File: config.mk
export PLATFORM = sky130hd
export DESIGN_NAME = mem_arbiter
export DESIGN_NICKNAME = d
export VERILOG_FILES = /design/src/rtl/mem_arbiter_pkg.sv /design/src/rtl/mem_arbiter_rr.sv /design/src/rtl/mem_arbiter.sv
export SDC_FILE = /design/constraint.sdc
export NUM_CORES = 1
export LEC_CHECK = 0
export ABC_AREA = 1
export CAP_MARGIN = 10
export CORE_AREA = 4 4 137 139
export CTS_CLUSTER_SIZE = 40
export DETAILED_ROUTE_END_ITERATION = 7
export DIE_AREA = 0 0 141 143
export PLACE_DENSITY = 0.7
export SYNTH_ARGS = -nofsm -noshare
export SYNTH_HDL_FRONTEND = slang
export SYNTH_SLANG_ARGS = --single-unit
File: constraint.sdc
create_clock -name clk -period 5.5 [get_ports clk]
set_clock_uncertainty 0.05 [all_clocks]
set_input_delay 0.825 -clock clk [delete_from_list [all_inputs] [get_ports clk]]
set_output_delay 0.825 -clock clk [all_outputs]
set_load 0.01 [all_outputs]
File: src/rtl/mem_arbiter_pkg.sv
// Shared types and constants for the memory arbiter that merges the Ibex instr/data
// ports and the Vicuna vector port into the single mmu request stream.
package mem_arb_pkg;

  localparam int unsigned ADDR_W = 32;
  localparam int unsigned DATA_W = 32;

  localparam int unsigned PORT_INSTR = 0;
  localparam int unsigned PORT_DATA  = 1;
  localparam int unsigned PORT_VEC   = 2;

  typedef enum logic [0:0] {
    IDLE = 1'b0,
    BUSY = 1'b1
  } state_e;

  typedef struct packed {
    logic [ADDR_W-1:0]   addr;
    logic                we;
    logic [DATA_W/8-1:0] be;
    logic [DATA_W-1:0]   wdata;
  } mem_req_t;

endpackage

File: src/rtl/mem_arbiter_rr.sv
// Combinational round-robin picker: first requester at or above ptr_i, wrapping.
// The pointer register itself is owned by the instantiating block.
module rr_arbiter #(
  parameter int N_PORTS = 3,
  parameter int IDX_W   = 2
) (
  input  logic [N_PORTS-1:0] req_i,
  input  logic [IDX_W-1:0]   ptr_i,
  output logic [N_PORTS-1:0] gnt_o,
  output logic [IDX_W-1:0]   idx_o
);

  logic             found_s;
  logic             hit_s;
  logic [IDX_W-1:0] cand_s;

  // Scan candidates in priority order starting at the pointer; first hit wins.
  always_comb begin
    gnt_o   = '0;
    idx_o   = '0;
    found_s = 1'b0;
    hit_s   = 1'b0;
    cand_s  = '0;
    for (int i = 0; i < N_PORTS; i++) begin
      cand_s         = IDX_W'((int'(ptr_i) + i) % N_PORTS);
      hit_s          = ~found_s & req_i[cand_s];
      gnt_o[cand_s]  = gnt_o[cand_s] | hit_s;
      idx_o          = hit_s ? cand_s : idx_o;
      found_s        = found_s | hit_s;
    end
  end

endmodule

File: src/rtl/mem_arbiter.sv
// Merges N requesters onto the single mmu port, one transaction in flight, with a
// timeout that closes transactions mmu never answers (posted writes succeed, reads error).
module mem_arbiter
  import mem_arb_pkg::*;
#(
  parameter int MEM_W          = 32,
  parameter int N_PORTS        = 3,
  parameter int TIMEOUT_CYCLES = 64
) (
  input  logic                            clk,
  input  logic                            rst,
  input  logic [N_PORTS-1:0]              req_i,
  input  logic [N_PORTS-1:0][31:0]        addr_i,
  input  logic [N_PORTS-1:0]              we_i,
  input  logic [N_PORTS-1:0][MEM_W/8-1:0] be_i,
  input  logic [N_PORTS-1:0][MEM_W-1:0]   wdata_i,
  output logic [N_PORTS-1:0]              gnt_o,
  output logic [N_PORTS-1:0]              rvalid_o,
  output logic [N_PORTS-1:0]              err_o,
  output logic [MEM_W-1:0]                rdata_o,
  output logic                            mem_req_o,
  output logic [31:0]                     mem_addr_o,
  output logic                            mem_we_o,
  output logic [MEM_W/8-1:0]              mem_be_o,
  output logic [MEM_W-1:0]                mem_wdata_o,
  input  logic                            mem_rvalid_i,
  input  logic                            mem_err_i,
  input  logic [MEM_W-1:0]                mem_rdata_i
);

  localparam int IDX_W = (N_PORTS > 1) ? $clog2(N_PORTS) : 1;
  localparam int CNT_W = $clog2(TIMEOUT_CYCLES);
  localparam logic [CNT_W-1:0] TO_LAST = CNT_W'(TIMEOUT_CYCLES - 1);
  localparam logic [IDX_W-1:0] IDX_LAST = IDX_W'(N_PORTS - 1);

  state_e           state_q, state_d;
  logic [IDX_W-1:0] rr_ptr_q, rr_ptr_d;
  logic [IDX_W-1:0] owner_q, owner_d;
  logic [CNT_W-1:0] cnt_q, cnt_d;
  mem_req_t         req_q, req_d;

  logic [N_PORTS-1:0] win_gnt_s;
  logic [IDX_W-1:0]   win_idx_s;
  logic               any_req_s;

  rr_arbiter #(
    .N_PORTS (N_PORTS),
    .IDX_W   (IDX_W)
  ) u_rr (
    .req_i (req_i),
    .ptr_i (rr_ptr_q),
    .gnt_o (win_gnt_s),
    .idx_o (win_idx_s)
  );

  assign any_req_s = |req_i;

  // Next-state, capture and response logic for the IDLE/BUSY controller.
  always_comb begin
    state_d  = state_q;
    rr_ptr_d = rr_ptr_q;
    owner_d  = owner_q;
    cnt_d    = cnt_q;
    req_d    = req_q;
    gnt_o    = '0;
    rvalid_o = '0;
    err_o    = '0;
    rdata_o  = '0;
    case (state_q)
      IDLE: begin
        // Grant is combinational, so it is masked while reset holds the block.
        if (!rst && any_req_s) begin
          gnt_o         = win_gnt_s;
          owner_d       = win_idx_s;
          req_d.addr    = addr_i[win_idx_s];
          req_d.we      = we_i[win_idx_s];
          req_d.be      = be_i[win_idx_s];
          req_d.wdata   = wdata_i[win_idx_s];
          cnt_d         = '0;
          rr_ptr_d      = (win_idx_s == IDX_LAST) ? '0 : win_idx_s + IDX_W'(1);
          state_d       = BUSY;
        end else begin
          state_d = IDLE;
        end
      end
      BUSY: begin
        cnt_d = cnt_q + CNT_W'(1);
        if (mem_rvalid_i || mem_err_i) begin
          rvalid_o[owner_q] = 1'b1;
          err_o[owner_q]    = mem_err_i;
          rdata_o           = mem_rdata_i;
          state_d           = IDLE;
        end else if (cnt_q == TO_LAST) begin
          rvalid_o[owner_q] = 1'b1;
          err_o[owner_q]    = ~req_q.we;
          state_d           = IDLE;
        end else begin
          state_d = BUSY;
        end
      end
      default: begin
        state_d = IDLE;
      end
    endcase
  end

  // State, pointer, owner, counter and capture registers.
  always_ff @(posedge clk or posedge rst) begin
    if (rst) begin
      state_q  <= IDLE;
      rr_ptr_q <= '0;
      owner_q  <= '0;
      cnt_q    <= '0;
      req_q    <= '0;
    end else begin
      state_q  <= state_d;
      rr_ptr_q <= rr_ptr_d;
      owner_q  <= owner_d;
      cnt_q    <= cnt_d;
      req_q    <= req_d;
    end
  end

  assign mem_req_o   = (state_q == BUSY);
  assign mem_addr_o  = req_q.addr;
  assign mem_we_o    = req_q.we;
  assign mem_be_o    = req_q.be;
  assign mem_wdata_o = req_q.wdata;

endmodule

==> impl_metrics.json <==
{
  "status": "completed",
  "synthesis.area_sq_mm": 0.005288,
  "crit_path_end_kind": "primary output",
  "fin_nets": 1383,
  "drtIter0Drc": 271,
  "dieArea_sq_mm": 0.02016,
  "ys_warn_count": 0,
  "ys_types": 29,
  "grt_pass1_wl_mm": 33.12,
  "fp-row-count": 49,
  "htree_levels": 3,
  "ios": 357,
  "crit_arrival_ps": 3140,
  "vias_per_cell": 4.647,
  "setup_tns_ps": 0,
  "syn_to_final_growth_pct": 76.38,
  "reg2reg_slack_ps": 2380,
  "hold_start": "cnt_q[0]$_DFFE_PP0P_",
  "synth_ff_type": "dfrtp_1",
  "reg2reg_depth": 13,
  "slew_violations": 0,
  "drive_gt1_frac": 0.08524,
  "netlist.area_leader.share": 0.3786,
  "clock_path_buffers": 2,
  "synth_edf_count": 0,
  "gr-total-overflow": 0,
  "post_dp_cell_area_sq_mm": 0.009010,
  "fmax_mhz": 249.2,
  "syn_nets": 1054,
  "antenna_found_initial": 0,
  "cts_tree": "yes",
  "cts_hold_buf": 0,
  "post_drt_wl_per_cell_um": 16.07,
  "placement.io_buffers": 356,
  "rsz0062_at_grt": "no",
  "cts-root-buf": "clkbuf_16",
  "worst_pin_slew_ps": 1194,
  "clk_latency_ps": 330,
  "whs_ps": 450.4,
  "cts.sinks": 80,
  "die_h_um": 143,
  "crit_type": "input port to primary output",
  "rr_startpoint": "rr_ptr_q[0]$_DFFE_PP0P_",
  "synth_area_leaders": "dfrtp_1 38%, nand3_1 14%, nand2_1 14%",
  "postLayoutCellArea_sq_mm": 0.009326,
  "fin_crit_sh": 0.7295,
  "postSynthCellCount": 804,
  "fp.dieW_um": 141,
  "hp-class": "flip-flop to flip-flop",
  "async_reset_ff_frac": 1.000,
  "routed_wl_mm": 21.98,
  "initial_core_util": 0.2995,
  "worst_ep_required_time_ps": 4620,
  "design.core.area_sq_mm": 0.01766,
  "grt_use_total": 0.2079,
  "grt_max_degree": 76,
  "gp_congestion": 0.8757,
  "yosysSeqAreaShare": 0.3786,
  "setup_viol_count_final": 0,
  "worst-path-max-fanout": 31,
  "cts_buffers": 9,
  "grt_pass1_vias": 6081,
  "drv_cap": 0,
  "synth-seq-cells": 80,
  "reg2reg_to": "mem_wdata_o[7]$_DFFE_PP0P_",
  "relSlewSlack": 0.2039,
  "vias": 6357,
  "avgSynthCellArea_sq_um": 6.577,
  "hold-path-endpoint": "cnt_q[0]$_DFFE_PP0P_",
  "place_hpwl_mm": 16.66,
  "drc": 0,
  "report.final.hold_viol_count": 0,
  "fin_crit_ps": 4012,
  "power.leakage_nw": 4.361,
  "power-per-cell-area_mw_per_mm2": 469.8,
  "crit_path_start_kind": "input port",
  "dr.pass1.iters": 5,
  "holdPathStages": 1,
  "synth_most_common_cell": "nand2_1",
  "clkSlewWorstSetupHoldPaths_ps": 60,
  "cts_setup_buffers": 0,
  "ant_nets": 0,
  "peakVddDrop_mv": 0.5350,
  "synth_top_area_cell": "dfrtp_1",
  "cts_resized": 0,
  "ys_top_cells_by_count": "191 x nand2_1, 148 x nand3_1, 116 x inv_1"
}
## where the power goes
group          switching [mW]  leakage (nW)  internal (mW)
Clock                   0.253         0.146          0.364
Combinational            1.55          3.29           1.21
Sequential              0.143         0.920          0.868
## layout by cell type (no fill, tap or decap), types with 6 or more instances in the layout
cell type and instances:
nand2_1 190, buf_4 7, clkbuf_16 9, clkinv_1 6
a21oi_1 65, nor2_1 46, inv_1 115, nand3_1 147
clkdlybuf4s50_1 356, o21ai_0 13, or2_2 61, dfrtp_1 80
## worst max path at each step
stage               startpoint  cells after the start                   end
floorplan                  rst                      1  cnt_q[0]$_DFFE_PP0P_
global placement      req_i[0]                      6              gnt_o[0]
detailed placement    req_i[0]                      6              gnt_o[0]
CTS                   req_i[0]                      6              gnt_o[0]
global route          req_i[0]                      8              gnt_o[1]
finish                req_i[0]                      6              gnt_o[0]
## flip-flops by register name (all words and copies together) (netlist names)
signal       flops
mem_addr_o      32
mem_we_o         1
cnt_q            6
rr_ptr_q         2
owner_q          2
mem_be_o         4
mem_req_o        1
mem_wdata_o     32
## critical path, stage by stage
cell             delay (ps)
clkdlybuf4s50_1         520
inv_1                    70
a31oi_1                 240
nand2_2                 440
a211oi_1                430
clkdlybuf4s50_1         600
## cell families after synthesis
kind of cell               count (synthesis)  synth area share
buffers and inverters                    171            0.1261
DFF                                       80            0.3786
and+or+nand+nor                          463            0.4018
AOI/OAI and AO/OA                         86           0.08400
adders and majority gates                  4          0.009466
## layer usage
layer	share of wire	global-route usage	wire length [um]
met3	0.082	0.05861	1795
met5	0	0	0
met4	0.034	0.07802	741
met2	0.49	0.3611	10780
met1	0.39	0.2453	8664
## layout make-up
class | instances | area, sq um
multi-input cells | 553 | 2635
inverters | 125 | 470.5
fillers | 1705 | 8330
flip-flops and latches | 80 | 2002
diodes | 1 | 2.502
well taps | 229 | 286.5
repair buffers | 364 | 3631
clock inverters | 5 | 56.30
clock buffers | 11 | 242.7
## per-stage QoR
| stage | total power [mW] | util | cells | setup WS, ps |
|---|---|---|---|---|
| final | 4.382 | 0.5282 | 1368 | 1488 |
| after global routing | 4.758 | 0.5281 | 1367 | 1328 |
| after CTS | 4.436 | 0.5272 | 1366 | 1487 |
| after detailed placement | 3.792 | 0.5103 | 1350 | 1494 |
| after global placement | 3.761 | 0.5103 | 1350 | 1540 |
| after floorplan | 2.591 | - | 804 | 2573 |
(Power assumes the default switching activity.)
